$ cat src/rtl/nand_cpu_pkg.sv
// nand_cpu_pkg: shared types and constants for the write-back path.
//   DATA_WIDTH     : register data width. It comes from the `DATA_WIDTH macro
//                    normally provided by nand_cpu.svh. A 16-bit default
//                    applies when no definition is present.
//   WB_SOURCES     : number of write-back producers (0 = ALU, 1 = data memory)
//   REG_ADDR_WIDTH : register file address width (16 registers)
//   wb_req_t       : one write-back request as queued and forwarded
`ifndef DATA_WIDTH
`define DATA_WIDTH 16
`endif

package nand_cpu_pkg;

    localparam int DATA_WIDTH     = `DATA_WIDTH;
    localparam int WB_SOURCES     = 2;
    localparam int REG_ADDR_WIDTH = 4;
    localparam int NUM_REGS       = 1 << REG_ADDR_WIDTH;

    typedef struct packed {
        logic                      use_rw;
        logic [REG_ADDR_WIDTH-1:0] rw_addr;
        logic [DATA_WIDTH-1:0]     data;
        logic                      write_ps;
        logic                      ps;
    } wb_req_t;

endpackage

$ cat src/rtl/wb_fifo.sv
// wb_fifo: per-source request queue for the write-back arbiter.
//   clk, n_rst  : clock, asynchronous active-low reset (clears pointers/count)
//   push, din   : enqueue din at the rising edge (caller guarantees !full)
//   pop, dout   : dout is the head entry; pop removes it at the rising edge
//   empty, full : occupancy flags (full means count == DEPTH)
//   entries     : raw storage, one slot per entry, for hazard decode
//   entry_valid : 1 for slots currently holding a queued entry
module wb_fifo
    import nand_cpu_pkg::*;
#(
    parameter int DEPTH = 2
) (
    input  logic                  clk,
    input  logic                  n_rst,
    input  logic                  push,
    input  logic                  pop,
    input  wb_req_t               din,
    output wb_req_t               dout,
    output logic                  empty,
    output logic                  full,
    output wb_req_t [DEPTH-1:0]   entries,
    output logic    [DEPTH-1:0]   entry_valid
);

    localparam int PTR_W = (DEPTH > 1) ? $clog2(DEPTH) : 1;
    localparam int CNT_W = $clog2(DEPTH + 1);
    localparam logic [PTR_W-1:0] LAST_PTR = PTR_W'(DEPTH - 1);

    wb_req_t          mem [DEPTH];
    logic [PTR_W-1:0] wr_ptr_reg;
    logic [PTR_W-1:0] rd_ptr_reg;
    logic [CNT_W-1:0] count_reg;

    // Pointers wrap at DEPTH, which need not be a power of two.
    function automatic logic [PTR_W-1:0] ptr_inc(input logic [PTR_W-1:0] p);
        return (p == LAST_PTR) ? '0 : p + 1'b1;
    endfunction

    always_ff @(posedge clk or negedge n_rst) begin
        if (!n_rst) begin
            wr_ptr_reg <= '0;
            rd_ptr_reg <= '0;
            count_reg  <= '0;
        end else begin
            if (push) wr_ptr_reg <= ptr_inc(wr_ptr_reg);
            if (pop)  rd_ptr_reg <= ptr_inc(rd_ptr_reg);
            case ({push, pop})
                2'b10:   count_reg <= count_reg + 1'b1;
                2'b01:   count_reg <= count_reg - 1'b1;
                default: ;
            endcase
        end
    end

    // Storage needs no reset: slots are only looked at through entry_valid.
    always_ff @(posedge clk) begin
        if (push) mem[wr_ptr_reg] <= din;
    end

    assign dout  = mem[rd_ptr_reg];
    assign empty = (count_reg == '0);
    assign full  = (count_reg == CNT_W'(DEPTH));

    // A slot is occupied when its distance from the read pointer (mod DEPTH)
    // is below the current count.
    for (genvar gi = 0; gi < DEPTH; gi++) begin : g_view
        logic [PTR_W-1:0] offset;
        always_comb begin
            if (PTR_W'(gi) >= rd_ptr_reg) offset = PTR_W'(gi) - rd_ptr_reg;
            else                          offset = PTR_W'(gi + DEPTH) - rd_ptr_reg;
        end
        assign entries[gi]     = mem[gi];
        assign entry_valid[gi] = (CNT_W'(offset) < count_reg);
    end

endmodule

$ cat src/rtl/wb_arbiter.sv
// wb_arbiter: merges ALU (source 0) and data-memory (source 1) write-back
// requests onto the single register-file write port.
//   clk, n_rst        : clock, asynchronous active-low reset
//   src_valid/ready   : per-source handshake; ready means the queue has room
//   src_use_rw, src_rw_addr, src_data, src_write_ps, src_ps : request payload
//   wb_valid, wb_*    : registered write-port outputs, one cycle per entry
//   pending_rw        : per-register "write still in flight" flags
//   pending_ps        : a ps write is still in flight
// FIFO_DEPTH (2..8) sets the number of entries buffered per source.
module wb_arbiter
    import nand_cpu_pkg::*;
#(
    parameter int FIFO_DEPTH = 2
) (
    input  logic                                     clk,
    input  logic                                     n_rst,
    input  logic [WB_SOURCES-1:0]                    src_valid,
    output logic [WB_SOURCES-1:0]                    src_ready,
    input  logic [WB_SOURCES-1:0]                    src_use_rw,
    input  logic [WB_SOURCES-1:0][REG_ADDR_WIDTH-1:0] src_rw_addr,
    input  logic [WB_SOURCES-1:0][DATA_WIDTH-1:0]    src_data,
    input  logic [WB_SOURCES-1:0]                    src_write_ps,
    input  logic [WB_SOURCES-1:0]                    src_ps,
    output logic                                     wb_valid,
    output logic                                     wb_use_rw,
    output logic [REG_ADDR_WIDTH-1:0]                wb_rw_addr,
    output logic [DATA_WIDTH-1:0]                    wb_data,
    output logic                                     wb_write_ps,
    output logic                                     wb_ps,
    output logic [NUM_REGS-1:0]                      pending_rw,
    output logic                                     pending_ps
);

    wb_req_t                   din      [WB_SOURCES];
    wb_req_t                   head     [WB_SOURCES];
    wb_req_t [FIFO_DEPTH-1:0]  entries  [WB_SOURCES];
    logic    [FIFO_DEPTH-1:0]  entry_valid [WB_SOURCES];
    logic [WB_SOURCES-1:0]     empty;
    logic [WB_SOURCES-1:0]     full;
    logic [WB_SOURCES-1:0]     push;
    logic [WB_SOURCES-1:0]     pop;

    logic    grant_valid;
    logic    grant_idx;
    logic    last_grant_reg;
    logic    wb_valid_reg;
    wb_req_t out_reg;

    for (genvar gi = 0; gi < WB_SOURCES; gi++) begin : g_src
        // Ready depends on the current count only; a pop in the same cycle
        // frees space for the following cycle, not this one.
        assign src_ready[gi] = ~full[gi];
        assign push[gi]      = src_valid[gi] & src_ready[gi];
        assign din[gi] = '{use_rw:   src_use_rw[gi],
                           rw_addr:  src_rw_addr[gi],
                           data:     src_data[gi],
                           write_ps: src_write_ps[gi],
                           ps:       src_ps[gi]};

        wb_fifo #(
            .DEPTH(FIFO_DEPTH)
        ) u_fifo (
            .clk        (clk),
            .n_rst      (n_rst),
            .push       (push[gi]),
            .pop        (pop[gi]),
            .din        (din[gi]),
            .dout       (head[gi]),
            .empty      (empty[gi]),
            .full       (full[gi]),
            .entries    (entries[gi]),
            .entry_valid(entry_valid[gi])
        );
    end

    // Round-robin between two heads: on a tie the source not granted last wins.
    always_comb begin
        grant_valid = 1'b0;
        grant_idx   = 1'b0;
        if (!empty[0] && !empty[1]) begin
            grant_valid = 1'b1;
            grant_idx   = ~last_grant_reg;
        end else if (!empty[0]) begin
            grant_valid = 1'b1;
            grant_idx   = 1'b0;
        end else if (!empty[1]) begin
            grant_valid = 1'b1;
            grant_idx   = 1'b1;
        end
    end

    assign pop = grant_valid ? (grant_idx ? 2'b10 : 2'b01) : 2'b00;

    // last_grant resets to 1 so that source 0 wins the first tie.
    always_ff @(posedge clk or negedge n_rst) begin
        if (!n_rst) begin
            wb_valid_reg   <= 1'b0;
            out_reg        <= '0;
            last_grant_reg <= 1'b1;
        end else begin
            wb_valid_reg <= grant_valid;
            if (grant_valid) begin
                out_reg        <= head[grant_idx];
                last_grant_reg <= grant_idx;
            end
        end
    end

    assign wb_valid    = wb_valid_reg;
    assign wb_use_rw   = out_reg.use_rw;
    assign wb_rw_addr  = out_reg.rw_addr;
    assign wb_data     = out_reg.data;
    assign wb_write_ps = out_reg.write_ps;
    assign wb_ps       = out_reg.ps;

    // Hazard decode: every queued entry plus the one being presented now.
    always_comb begin
        pending_rw = '0;
        pending_ps = 1'b0;
        for (int s = 0; s < WB_SOURCES; s++) begin
            for (int e = 0; e < FIFO_DEPTH; e++) begin
                if (entry_valid[s][e]) begin
                    if (entries[s][e].use_rw)   pending_rw[entries[s][e].rw_addr] = 1'b1;
                    if (entries[s][e].write_ps) pending_ps = 1'b1;
                end
            end
        end
        if (wb_valid_reg) begin
            if (out_reg.use_rw)   pending_rw[out_reg.rw_addr] = 1'b1;
            if (out_reg.write_ps) pending_ps = 1'b1;
        end
    end

endmodule
$ cat config.mk
export PLATFORM = sky130hd
export DESIGN_NAME = wb_arbiter
export DESIGN_NICKNAME = d
export VERILOG_FILES = /design/src/rtl/nand_cpu_pkg.sv /design/src/rtl/wb_fifo.sv /design/src/rtl/wb_arbiter.sv
export SDC_FILE = /design/constraint.sdc
export NUM_CORES = 1
export LEC_CHECK = 0
export CAP_MARGIN = 20
export CORE_UTILIZATION = 48
export CTS_CLUSTER_DIAMETER = 30
export DETAILED_ROUTE_END_ITERATION = 7
export PLACE_DENSITY_LB_ADDON = 0.25
export SKIP_LAST_GASP = 1
export SYNTH_ARGS = -nofsm -noshare
export SYNTH_HDL_FRONTEND = slang
export SYNTH_SLANG_ARGS = --single-unit
$ cat constraint.sdc
create_clock -name clk -period 2.4 [get_ports clk]
set_clock_uncertainty 0.2 [all_clocks]
set_input_delay 0.6 -clock clk [delete_from_list [all_inputs] [get_ports clk]]
set_output_delay 0.6 -clock clk [all_outputs]
set_load 0.02 [all_outputs]
; Word-level counts from Yosys, hierarchy flattened
; Memories as Yosys holds them, arrays and structs flattened.
; Cells that the tools add are included.
[totals]
regBits = 33
n_memories = 2
inputBits = 50
wordCells = 120
mem_bits_rw = 92
output_inout_bits = 43
mem_bits_ro = 0
latch_bits = 0
[op_classes]
n_mul = 0
n_eq_ne = 6
n_reduce_logical = 12
n_shift = 0
bitwise = 10
n_div = 0
magnitude_cmp = 15
add_sub_neg = 12
muxes = 50
[memory_table]
columns = memory, words, width, rd, rd_ports_with_merged_regs, wr, line_no
row1 = g_src[0].u_fifo.mem, 2, 23, 3, 0, 1, wb_fifo.sv:29  ; wb_req_t mem [DEPTH];
row2 = g_src[1].u_fifo.mem, 2, 23, 3, 0, 1, wb_fifo.sv:29
[op_table]
columns = op, n
row1 = two-way mux 16 bit, 10
row2 = two-way mux 23 bit, 3
row3 = bitwise OR 16 bit, 4
row4 = two-way mux 1 bit, 28
row5 = < comparator 4 x 5 -> 1 bit (second input constant), 5
row6 = demux 1 bit (select 4 bit), 5
row7 = greater-or-equal comparator 4 x 1 -> 1 bit (second input constant), 5
row8 = equality test 2 bit (second input constant), 4
row9 = < comparator 1 x 2 -> 1 bit, 4
row10 = one-hot mux 2 bit (2 select lines), 2
row11 = logical AND 1 bit, 6
row12 = adder 1 bit (second input constant), 4
row13 = adder 2 x 1 -> 2 bit (second input constant), 2
row14 = equality test 2 x 1 -> 1 bit (second input constant), 2
row15 = zero test 2 bit, 2
row16 = two-way mux 2 bit, 2
row17 = nonzero test 2 bit, 2
row18 = subtractor 1 bit (first input constant), 4
row19 = subtractor 2 x 1 -> 2 bit (second input constant), 2
row20 = inverter 1 bit, 3
row21 = bitwise AND 1 bit, 2
row22 = greater-or-equal comparator 2 bit (second input constant), 1
row23 = zero test 1 bit, 2
row24 = inverter 1 -> 2 bit, 1

; Longest topological paths before layout
; Gate-level depths: netlist of the first run.
[logic_depth]
ltp_word = 18
ltp_mapped = 10
ltp_nobuf = 8

; By module
; A second synthesis of the first run with hierarchy kept.
[hier_totals]
cells_unflattened = 392
hier_area_um2 = 5651.7
[by_module_without_submodules]
columns = mod, n_inst, seq_area_each_um2, cells_per_inst, area_each_um2
row1 = wb_fifo, 2, 1481.4, 91, 1881.8
row2 = wb_arbiter, 1, 626.9, 210, 1888.1

; Least setup slack after synthesis of the first run
; Ideal clock, no wire load.
[synth_path]
path_kind = register to register
start = register g_src[1].u_fifo.count_reg[0]
end = memory g_src[1].u_fifo.mem[0][0] (netlist name), enable pin
n_path_buf = 1
path_slack_ps = -100
path_stages_with_launch = 5
required_ps = 1797
arrival_ps = 1897
setup_ps = 403
path_cell_list = dfrtp_1 > buf_4 > nand2b_1 > nand2_1 > nor2_1
[synth_via]
elab_chain_cells = 5
[synth_lines]
columns = item, line_no
row1 = from (decl), wb_fifo.sv:32  ; logic [CNT_W-1:0] count_reg;
row2 = from (signal assigned), wb_fifo.sv:48  ; 2'b10: count_reg <= count_reg + 1'b1;
row3 = from (signal assigned), wb_fifo.sv:49  ; 2'b01: count_reg <= count_reg - 1'b1;
row4 = equality test 2 bit, wb_fifo.sv:62  ; assign full = (count_reg == CNT_W'(DEPTH));
row5 = inverter 1 bit, wb_arbiter.sv:52  ; assign src_ready[gi] = ~full[gi];
row6 = named net src_ready[1], wb_arbiter.sv:18  ; output logic [WB_SOURCES-1:0] src_ready,
row7 = bitwise AND 1 bit, wb_arbiter.sv:53  ; assign push[gi] = src_valid[gi] & src_ready[gi];
row8 = two-way mux 1 bit, wb_fifo.sv:57  ; if (push) mem[wr_ptr_reg] <= din;
row9 = two-way mux 1 bit (not written as such), wb_fifo.sv:57
row10 = to (decl), wb_fifo.sv:29
; The timed path passes the listed nets, and every way through them passes these cells.

; Worst setup path after layout of the first run
[layout_path]
start = register g_src[0].u_fifo.rd_ptr_reg
end = output pending_rw[4]
[layout_via]
elab_chain_cells = 15
elab_cells_between_ends = 17
[layout_lines]
columns = item, line_no
row1 = from (decl), wb_fifo.sv:31  ; logic [PTR_W-1:0] rd_ptr_reg;
row2 = from (signal assigned), wb_fifo.sv:46  ; if (pop) rd_ptr_reg <= ptr_inc(rd_ptr_reg);
row3 = subtractor 1 bit, "wb_fifo.sv:69, wb_fifo.sv:70"
row4 = < comparator 1 x 2 -> 1 bit, wb_fifo.sv:73  ; assign entry_valid[gi] = (CNT_W'(offset) < count_reg);
row5 = two-way mux 16 bit, wb_arbiter.sv:122  ; if (entry_valid[s][e]) begin
row6 = bitwise OR 16 bit (no line), -
row7 = two-way mux 16 bit, wb_arbiter.sv:123  ; if (entries[s][e].use_rw) pending_rw[entries[s][e].rw_addr] = 1'b1;
row8 = two-way mux 16 bit (*), wb_arbiter.sv:122
row9 = bitwise OR 16 bit (no line), -
row10 = two-way mux 16 bit, wb_arbiter.sv:123
row11 = two-way mux 16 bit (*), wb_arbiter.sv:122
row12 = bitwise OR 16 bit (no line), -
row13 = two-way mux 16 bit, wb_arbiter.sv:123
row14 = two-way mux 16 bit (*), wb_arbiter.sv:122
row15 = bitwise OR 16 bit (no line), -
row16 = two-way mux 16 bit, wb_arbiter.sv:129  ; if (out_reg.use_rw) pending_rw[out_reg.rw_addr] = 1'b1;
row17 = two-way mux 16 bit (*), wb_arbiter.sv:128  ; if (wb_valid_reg) begin
row18 = to (decl), wb_arbiter.sv:30  ; output logic [NUM_REGS-1:0] pending_rw,
; Mark *: on every way between the ends. The rest lies on a longest branch, timed or not.

==> impl_metrics.csv, run 1 <==
group,metric,value,unit
sta,worst_pin_slew,0.5044,ns
synth,syn_inst,427,
worst_hold_path,hp-start,"wb_data[15]",
synth,synth_cell_types,59,
power,switching_share,36.84,%
sta,finalCriticalPeriod,2.836,ns
synth,postSynthAreaPerCell,13.38,µm²
synth,synth_edf_count,92,
synth,yosysWarningCount,0,
cts,root_buffer,"clkbuf_16",
setup_path,path_class,"flop to primary output",
run,maxCapViolations,0,
setup_path,critPathArrivalTime,2.04,ns
synth,synth_top_area_share,48.35,%
finish,diodes,0,
sta,setup_ws,-0.4365,ns
synth,synth.net_count,479,
cts,cts_inserted_buffers,17,
floorplan,boundaryPins,93,
setup_path,reg2reg_slack,0.13,ns
setup_path,cpMaxStageDelayCell,"dfrtp_2",
cts,clk_pin_slew,0.06,ns
detailed_routing,dr_total_vias,4243,
setup_path,r2r_start,"g_src[1].u_fifo.count_reg[1]",
setup_path,r2r-end,"g_src[0].u_fifo.count_reg[1]",
global_routing,antenna_found_initial,0,
power,cellLeakagePower,3.188,nW
synth,yosys.area.top_type,"edfxtp_1",
power,pwr-share-comb,46.0,%
floorplan,design.core.area,0.01152,mm²
finish,fin_nets,658,
setup_path,worstPathMaxFanout,4,
sta,rsz0062_at_grt,"yes",
detailed_routing,routedWlPerCell,20.66,µm
place,gp_congestion,0.9428,
detailed_routing,drc,13,
sta,finalCritPeriodShare,118.2,%
finish,largest_reg_flops,92,
worst_hold_path,whs_path_depth,2,
power,p_int,6.934,mW
setup_path,path_cells,"a21o_1, and4b_2, a22o_1, or3_4, buf_6",
outcome,violations,"design-rule violations, negative setup slack",
sta,hold_ws,0.2830,ns
synth,ys_seq_elements,125,
global_routing,grt_start_max_net_pins,48,
synth,synth_common_cells,"edfxtp_1 (92), mux2i_1 (45), nand2_1 (35)",
global_routing,grt_use_total,26.88,%
synth,syn-cell-area,0.005714,mm²
power,peakVddDrop,0.9422,mV
sta,max_freq,352.5,MHz
synth,async_flop_share,26.40,%
setup_path,critPathMaxStageDelay,0.42,ns
synth,synth_area_leaders,"edfxtp_1 (48%), dfrtp_1 (14%), mux2i_1 (7.9%)",
power,switchingPower,4.045,mW
detailed_routing,via_per_inst,5.568,
finish,top_register,"g_src.u_fifo.mem",
sta,maxSlewViolCount,0,
floorplan,die_area,0.01235,mm²
floorplan,dieWidth,111.1,µm
power,p_per_area,1337,mW/mm²
detailed_routing,drt_iter0_drc,279,
setup_path,cp_num_buf_inv,1,
cts,insertion_delay,0.41,ns
worst_hold_path,hp-class,"flop to flop",
detailed_routing,wl,15740,µm
outcome,status,"finished with violations",
cts,cts_buffer_depth,2,
power,finalPower,10.98,mW
cts,cts_max_level,4,
floorplan,die_y,111.1,µm
global_routing,grt_pass1_wl,24470,µm
worst_hold_path,min_delay_worst_endpoint,"wb_data[15]",
sta,setup_viol,17,
sta,finalHoldViolations,0,
power,clockPowerShare,22.0,%
floorplan,fp-row-count,39,
finish,layout-drive-gt1-share,31.50,%
global_routing,first_global_vias,4459,
synth,yosysSeqAreaShare,62.82,%
sta,slew_headroom,66.37,%
setup_path,critPathCaptureType,"primary output",
setup_path,critPathLaunchType,"flop",
place,hpwl,10930,µm
place,io_buffer_count,92,
finish,syn_to_final_growth,43.68,%
power,seqPwrFrac,32.0,%
setup_path,cp.required,1.60,ns
cts,clock-sinks,125,
setup_path,path_delay_family,"simple AND/OR/NAND/NOR gates",
floorplan,start_util,49.62,%
synth,synth.most_common_cell,"edfxtp_1",
detailed_routing,drt-pass1-iter-count,6,
cts,cts_tree,"built",
global_routing,grt-ovfl-total,0,
detailed_routing,antenna_left,0,
synth,synth_ff_type,"edfxtp_1",
setup_path,reg2reg_depth,8,
## tightest hold or removal path: cells and delay by family, from the launching register on
kind | cells | cell delay [ns]
simple gates | 1 | 0.05
compound gates | 1 | 0.06
flops | 1 | 0.34
## cell type report
type,instances,area (µm²)
inverters,9,33.78
well taps,143,178.9
multi-input cells,270,2202
flip-flops and latches,125,3598
repair buffers,183,1639
clock inverters,12,111.4
fillers,805,3306
clock buffers,20,446.7
## layout by cell type (no fill, tap or decap), types with 12 or more instances in the layout
cell,instances
buf_4,93
o21ai_1,24
mux2_1,22
nand2_1,35
dfrtp_1,25
clkbuf_16,17
edfxtp_1,92
mux2i_1,45
nor2_1,16
nor3_1,12
clkdlybuf4s50_1,67
## cell families (layout without fill, tap and decap cells)
family	count (synthesis)	after routing	synth area share (%)
simple gates	113	113	10.60
flops	125	125	62.82
compound gates	76	76	9.218
fa+ha+maj	2	2	0.4379
xor+xnor	10	10	1.533
buf+inv	32	224	2.781
mux	69	69	12.61
## how the worst max path moves through the flow
stage,startpoint,end,slack (ns),depth (start not counted)
CTS,g_src[0].u_fifo.count_reg[0],pending_rw[4],-0.41,5
finish,g_src[0].u_fifo.rd_ptr_reg,pending_rw[4],-0.44,5
detailed placement,g_src[1].u_fifo.rd_ptr_reg,pending_rw[0],-0.46,5
global placement,g_src[1].u_fifo.rd_ptr_reg,pending_rw[4],-0.42,6
floorplan,g_src[0].u_fifo.count_reg[0],pending_rw[12],0.07,5
global route,g_src[0].u_fifo.rd_ptr_reg,pending_rw[4],-0.49,5
## power groups by stage
stage               registers (mW)  logic [mW]  clock network, mW
finish                        3.52        5.05               2.42
global route                  3.59        5.38               2.55
global placement              3.50        4.58                  0
detailed placement            3.54        4.66                  0
floorplan                     3.63        2.49                  0
CTS                           3.51        4.76               2.45
## metal layers
metal	global-route usage (%)	wire length, µm	vias up
met5	0	0	-
met4	9.009	296	0
met3	7.053	705	23
met2	45.70	7834	119
met1	33.35	6908	2112
li1	-	-	1989
## timing repair
item                       4_1_cts  5_1_grt
pin swaps                        8       16
hold endpoints to repair        16        0
buffers inserted                 9       10
setup endpoints to repair       24       19
hold buffers                     1        0
resized for setup              112       39
## through the flow
step	TNS, ns	util (%)	area [µm²]	worst slack [ns]	cells
floorplan	0	-	5719	0.07122	427
global route	-7.447	71.30	8210	-0.4936	762
finish	-6.364	71.30	8210	-0.4365	762
detailed placement	-5.802	63.61	7326	-0.4603	713
global placement	-5.474	63.61	7326	-0.4226	713
CTS	-5.876	69.14	7963	-0.4119	755
No activity file was read; power rests on OpenSTA's default activity.
==> run 2, diff against run 1 <==
- HOLD_SLACK_MARGIN: unset -> 0.12
- PLACE_DENSITY: unset -> 0.87
- PLACE_DENSITY_LB_ADDON: 0.25 -> unset
==> run 2 against run 1 <==
  * The run still ends with design-rule violations, negative setup slack left
  * First-iteration DRC count down 2.2%
  * Worst hold slack improved by 0.011 ns
  * Cell area is 0.17% higher
  * Critical path depth unchanged
  * Combinational power increased by 1%
  * Register-to-register slack got worse by 0.03 ns
  * Fmax up 2.4%
  * Largest cell class unchanged
==> impl_metrics.csv, run 2 (same netlist as run 1, synthesis figures left out) <==
group,metric,value,unit
finish,syn_to_final_growth,43.92,%
finish,largest_reg_flops,92,
setup_path,critPathArrivalTime,1.97,ns
detailed_routing,via_per_inst,5.716,
sta,finalCritPeriodShare,115.5,%
detailed_routing,dr_wl_met2,8589,µm
floorplan,die_area,0.01235,mm²
finish,final_cell_mix,"edfxtp_1 (92), buf_4 (92), clkdlybuf4s50_1 (68)",
global_routing,grt_start_max_net_pins,48,
sta,hold_ws,0.2936,ns
finish,utilization,71.41,%
power,finalPower,11.08,mW
global_routing,antenna_found_initial,0,
setup_path,critPathCaptureType,"primary output",
place,io_buffer_count,92,
power,peakVddDrop,1.034,mV
finish,fin_cells,767,
setup_path,reg2reg_depth,6,
finish,top_register,"g_src.u_fifo.mem",
cts,cts_max_level,4,
detailed_routing,antenna_left,0,
sta,finalCriticalPeriod,2.771,ns
place,hpwl,10460,µm
detailed_routing,dr_total_vias,4384,
setup_path,cp.required,1.60,ns
global_routing,grt_use_total,26.42,%
cts,cts_inserted_buffers,17,
global_routing,first_global_vias,4668,
sta,finalHoldViolations,0,
detailed_routing,wl_met1,6573,µm
sta,slew_headroom,67.36,%
finish,diodes,0,
sta,worst_pin_slew,0.4896,ns
floorplan,design.core.area,0.01152,mm²
outcome,status,"finished with violations",
cts,cts_tree,"built",
worst_hold_path,hp-class,"flop to flop",
setup_path,path_class,"flop to primary output",
floorplan,fp-row-count,39,
detailed_routing,drt-pass1-iter-count,8,
outcome,violations,"design-rule violations, negative setup slack",
place,gp_congestion,0.9020,
setup_path,r2r-end,"wb_data[3]",
detailed_routing,wl,16270,µm
run,maxCapViolations,0,
detailed_routing,drc,12,
sta,setup_ws,-0.3713,ns
cts,insertion_delay,0.41,ns
setup_path,critPathLaunchType,"flop",
cts,clock-sinks,125,
finish,fill_cells,739,
global_routing,grt_pass1_wl,24500,µm
sta,max_freq,360.8,MHz
detailed_routing,drt_iter0_drc,273,
setup_path,r2r_start,"g_src[1].u_fifo.count_reg[0]",
floorplan,boundaryPins,93,
power,p_per_area,1347,mW/mm²
place,dp_slack,-0.4304,ns
floorplan,start_util,49.62,%
setup_path,worstPathMaxFanout,5,
sta,maxSlewViolCount,0,
cts,root_buffer,"clkbuf_16",
cts,cts_buffer_depth,2,
finish,fin_nets,663,
worst_hold_path,whs_path_depth,2,
finish,layout-drive-gt1-share,30.77,%
floorplan,die_y,111.1,µm
detailed_routing,met3_length,855,µm
worst_hold_path,hp-start,"wb_data[13]",
place,dp.cells,712,
cts,clk_pin_slew,0.05,ns
floorplan,dieWidth,111.1,µm
global_routing,grt-ovfl-total,0,
sta,setup_viol,18,
setup_path,reg2reg_slack,0.10,ns
detailed_routing,routedWlPerCell,21.22,µm
detailed_routing,highest_layer,"met4",
sta,rsz0062_at_grt,"yes",
worst_hold_path,min_delay_worst_endpoint,"wb_data[13]",
power,cellLeakagePower,3.209,nW
setup_path,startpoint,"g_src[0].u_fifo.count_reg[0]",
## run 2: stage by stage
stage                     setup TNS, ns  cell area (µm²)
after detailed placement         -5.917             7316
after CTS                        -5.009             8112
after floorplan                       0             5719
after global routing             -6.353             8224
final                            -5.103             8224
after global placement           -5.697             7316
## run 2: per-layer routing
layer / up-vias / GRT usage (%)
li1: 1999 / -
met3: 25 / 5.796
met2: 169 / 47.13
met5: - / 0
met4: 0 / 10.99
met1: 2191 / 30.77
## run 2: power breakdown
group | internal, mW | switching, mW | leakage (nW)
clock network | 1.54 | 0.888 | 0.269
logic | 2.43 | 2.67 | 1.71
registers | 3.09 | 0.466 | 1.23
total | 7.05 | 4.03 | 3.21
## run 2: final cells by class
cell class / count / area (µm²) / share of cell area [%]
Sequential cell: 125 / 3595 / 43.71
Clock buffer: 20 / 446.7 / 5.431
Tap cell: 143 / 178.9 / 2.176
Clock inverter: 12 / 122.6 / 1.491
Inverter: 9 / 33.78 / 0.4108
Timing Repair Buffer: 188 / 1702 / 20.69
Multi-Input combinational cell: 270 / 2146 / 26.09
## run 2: worst max path at each step
stage | end | slack, ns | cells after the start
global placement | pending_rw[4] | -0.42 | 6
detailed placement | pending_rw[4] | -0.43 | 6
floorplan | pending_rw[12] | 0.07 | 5
global route | pending_rw[11] | -0.46 | 6
finish | pending_rw[4] | -0.37 | 5
CTS | pending_rw[0] | -0.40 | 5
## run 2: worst max-delay path, stage by stage (launching register included)
cell     delay (ns)
dfrtp_1        0.41
a21o_1         0.25
and4b_2        0.25
a22o_1         0.19
or3_1          0.30
buf_2          0.17
## run 2: timing repair
| item | CTS | global route |
|---|---|---|
| setup endpoints to repair | 22 | 19 |
| hold buffers | 1 | 0 |
| resized for setup | 129 | 10 |
| setup buffers | 14 | 9 |
| endpoints found under the hold margin | 32 | 0 |
| pin swaps | 17 | 7 |
| gates cloned | 0 | 1 |
==> run 3, diff against run 2 <==
- CORE_UTILIZATION: 48 -> 45
- PLACE_DENSITY: 0.87 -> 0.83
- SKIP_LAST_GASP: 1 -> unset
==> run 3 against run 2 <==
  * The run ends with negative setup slack left
  * Critical path type unchanged
  * Combinational power about the same
  * Register-to-register slack improved by 0.20 ns
  * Core utilization decreased by 4.1 points
  * Global-route usage decreased by 0.24 points
  * Highest routed layer unchanged
  * Routed wire length decreased by 0.10%
  * First-iteration DRC count increased by 14%
==> impl_metrics.csv, run 3 (same netlist as run 1, synthesis figures left out) <==
group,metric,value,unit
global_routing,grt_use_total,26.18,%
worst_hold_path,hp-class,"flop to flop",
power,finalPower,11.04,mW
place,dp.cells,745,
sta,rsz0062_at_grt,"yes",
place,hpwl,11150,µm
sta,tns,-5.066,ns
detailed_routing,dr_total_vias,4399,
setup_path,worstPathMaxFanout,4,
global_routing,grt_start_max_net_pins,48,
worst_hold_path,whs_path_depth,2,
worst_hold_path,min_delay_worst_endpoint,"wb_data[9]",
setup_path,cp.required,1.60,ns
cts,root_buffer,"clkbuf_16",
finish,fill_cells,846,
finish,ff_latch_area,0.003598,mm²
sta,setup_ws,-0.3983,ns
setup_path,critPathLaunchType,"flop",
setup_path,critPathArrivalTime,2.00,ns
finish,utilization,67.34,%
setup_path,path_delay_family,"simple AND/OR/NAND/NOR gates",
place,gp_congestion,0.9196,
finish,fin_nets,660,
setup_path,path_cells,"a21oi_4, or3b_4, nor3_2, or4_4, buf_6",
setup_path,reg2reg_slack,0.30,ns
setup_path,reg2reg_depth,8,
setup_path,path_class,"flop to primary output",
finish,final_area,0.008223,mm²
power,peakVddDrop,0.8759,mV
place,io_buffer_count,92,
sta,finalCritPeriodShare,116.6,%
setup_path,startpoint,"g_src[1].u_fifo.count_reg[0]",
power,cellLeakagePower,3.193,nW
finish,multi_input_area,0.002145,mm²
cts,clk_pin_slew,0.05,ns
detailed_routing,via_per_inst,5.575,
floorplan,boundaryPins,93,
setup_path,critPathMaxStageDelay,0.52,ns
detailed_routing,drt-pass1-iter-count,5,
detailed_routing,drt_iter0_drc,310,
sta,worst_pin_slew,0.4902,ns
finish,syn_to_final_growth,43.90,%
global_routing,grt-ovfl-total,0,
floorplan,design.core.area,0.01221,mm²
detailed_routing,drc,0,
sta,maxSlewViolCount,0,
global_routing,first_global_vias,4551,
floorplan,die_y,114.7,µm
global_routing,grt_pass1_wl,25000,µm
finish,layout_commonest_cell,"edfxtp_1",
sta,setup_viol,17,
finish,fin_cells,789,
cts,clock-sinks,125,
power,p_per_area,1342,mW/mm²
outcome,status,"finished with violations",
floorplan,start_util,46.79,%
detailed_routing,wl,16260,µm
cts,cts_max_level,4,
floorplan,dieWidth,114.7,µm
worst_hold_path,hp-start,"wb_data[9]",
global_routing,antenna_found_initial,0,
setup_path,cp_num_buf_inv,1,
sta,max_freq,357.4,MHz
sta,finalCriticalPeriod,2.798,ns
floorplan,die_area,0.01315,mm²
finish,diodes,0,
finish,top_register,"g_src.u_fifo.mem",
finish,largest_reg_flops,92,
floorplan,fp-row-count,40,
sta,slew_headroom,67.32,%
detailed_routing,antenna_left,0,
cts,cts_inserted_buffers,17,
setup_path,r2r-end,"g_src[0].u_fifo.count_reg[1]",
detailed_routing,routedWlPerCell,20.60,µm
cts,insertion_delay,0.41,ns
place,placed_cell_area,0.007396,mm²
cts,cts_buffer_depth,2,
cts,cts_tree,"built",
sta,finalHoldViolations,0,
setup_path,cpMaxStageDelayCell,"or4_4",
outcome,violations,"negative setup slack",
setup_path,r2r_start,"g_src[0].u_fifo.count_reg[1]",
setup_path,critPathCaptureType,"primary output",
run,maxCapViolations,0,
finish,final_cell_mix,"edfxtp_1 (92), buf_4 (89), clkdlybuf4s50_1 (69)",
finish,layout-drive-gt1-share,30.60,%
-- run 3: tightest hold or removal path, stage by stage, from the launching register on --
cell,delay [ns]
dfrtp_1,0.34
nand2_1,0.05
o21ai_1,0.06
-- run 3: report_power, final --
group	total (mW)	switching (mW)	internal [mW]
logic	5.13	2.67	2.45
registers	3.55	0.458	3.09
clock network	2.36	0.864	1.50
total	11.0	3.99	7.04
-- run 3: how the worst max path moves through the flow --
stage	endpoint	slack, ns	cells after the start
after floorplan	pending_rw[12]	0.07	5
after global placement	pending_rw[0]	-0.42	5
after detailed placement	pending_rw[4]	-0.46	6
after CTS	pending_rw[12]	-0.37	5
after global routing	pending_rw[0]	-0.45	5
final	pending_rw[12]	-0.40	5
-- run 3: final cells by class --
type                       count  area share (%)
clock buffer                  25           5.904
tap                          168           2.556
timing repair buffer         185           20.50
clock inverter                 7          0.7912
multi-input combinational    270           26.08
inverter                       9          0.4108
sequential                   125           43.76
-- run 3: timing repair --
item	CTS	global route
gates resized for setup	130	14
setup buffers	11	3
pin swaps	20	9
setup endpoints to repair	23	18
hold buffers	1	0
hold endpoints to repair	12	0
cloned	1	0
-- run 3: routing by layer --
layer	global-route usage [%]	vias to the layer above	part of all wire (%)	wire length, µm
li1	-	1992	-	-
met1	31.05	2183	40	6462
met2	45.09	181	51	8299
met3	5.876	43	5.9	963
met4	12.64	0	3.3	530
met5	0	-	0	0
-- run 3: metrics by stage --
step / hold WS [ns] / setup slack [ns]
floorplan: 0.1044 / 0.07122
global placement: 0.2728 / -0.4158
detailed placement: 0.2823 / -0.4618
CTS: 0.2937 / -0.3749
global route: 0.3168 / -0.4477
finish: 0.2920 / -0.3983
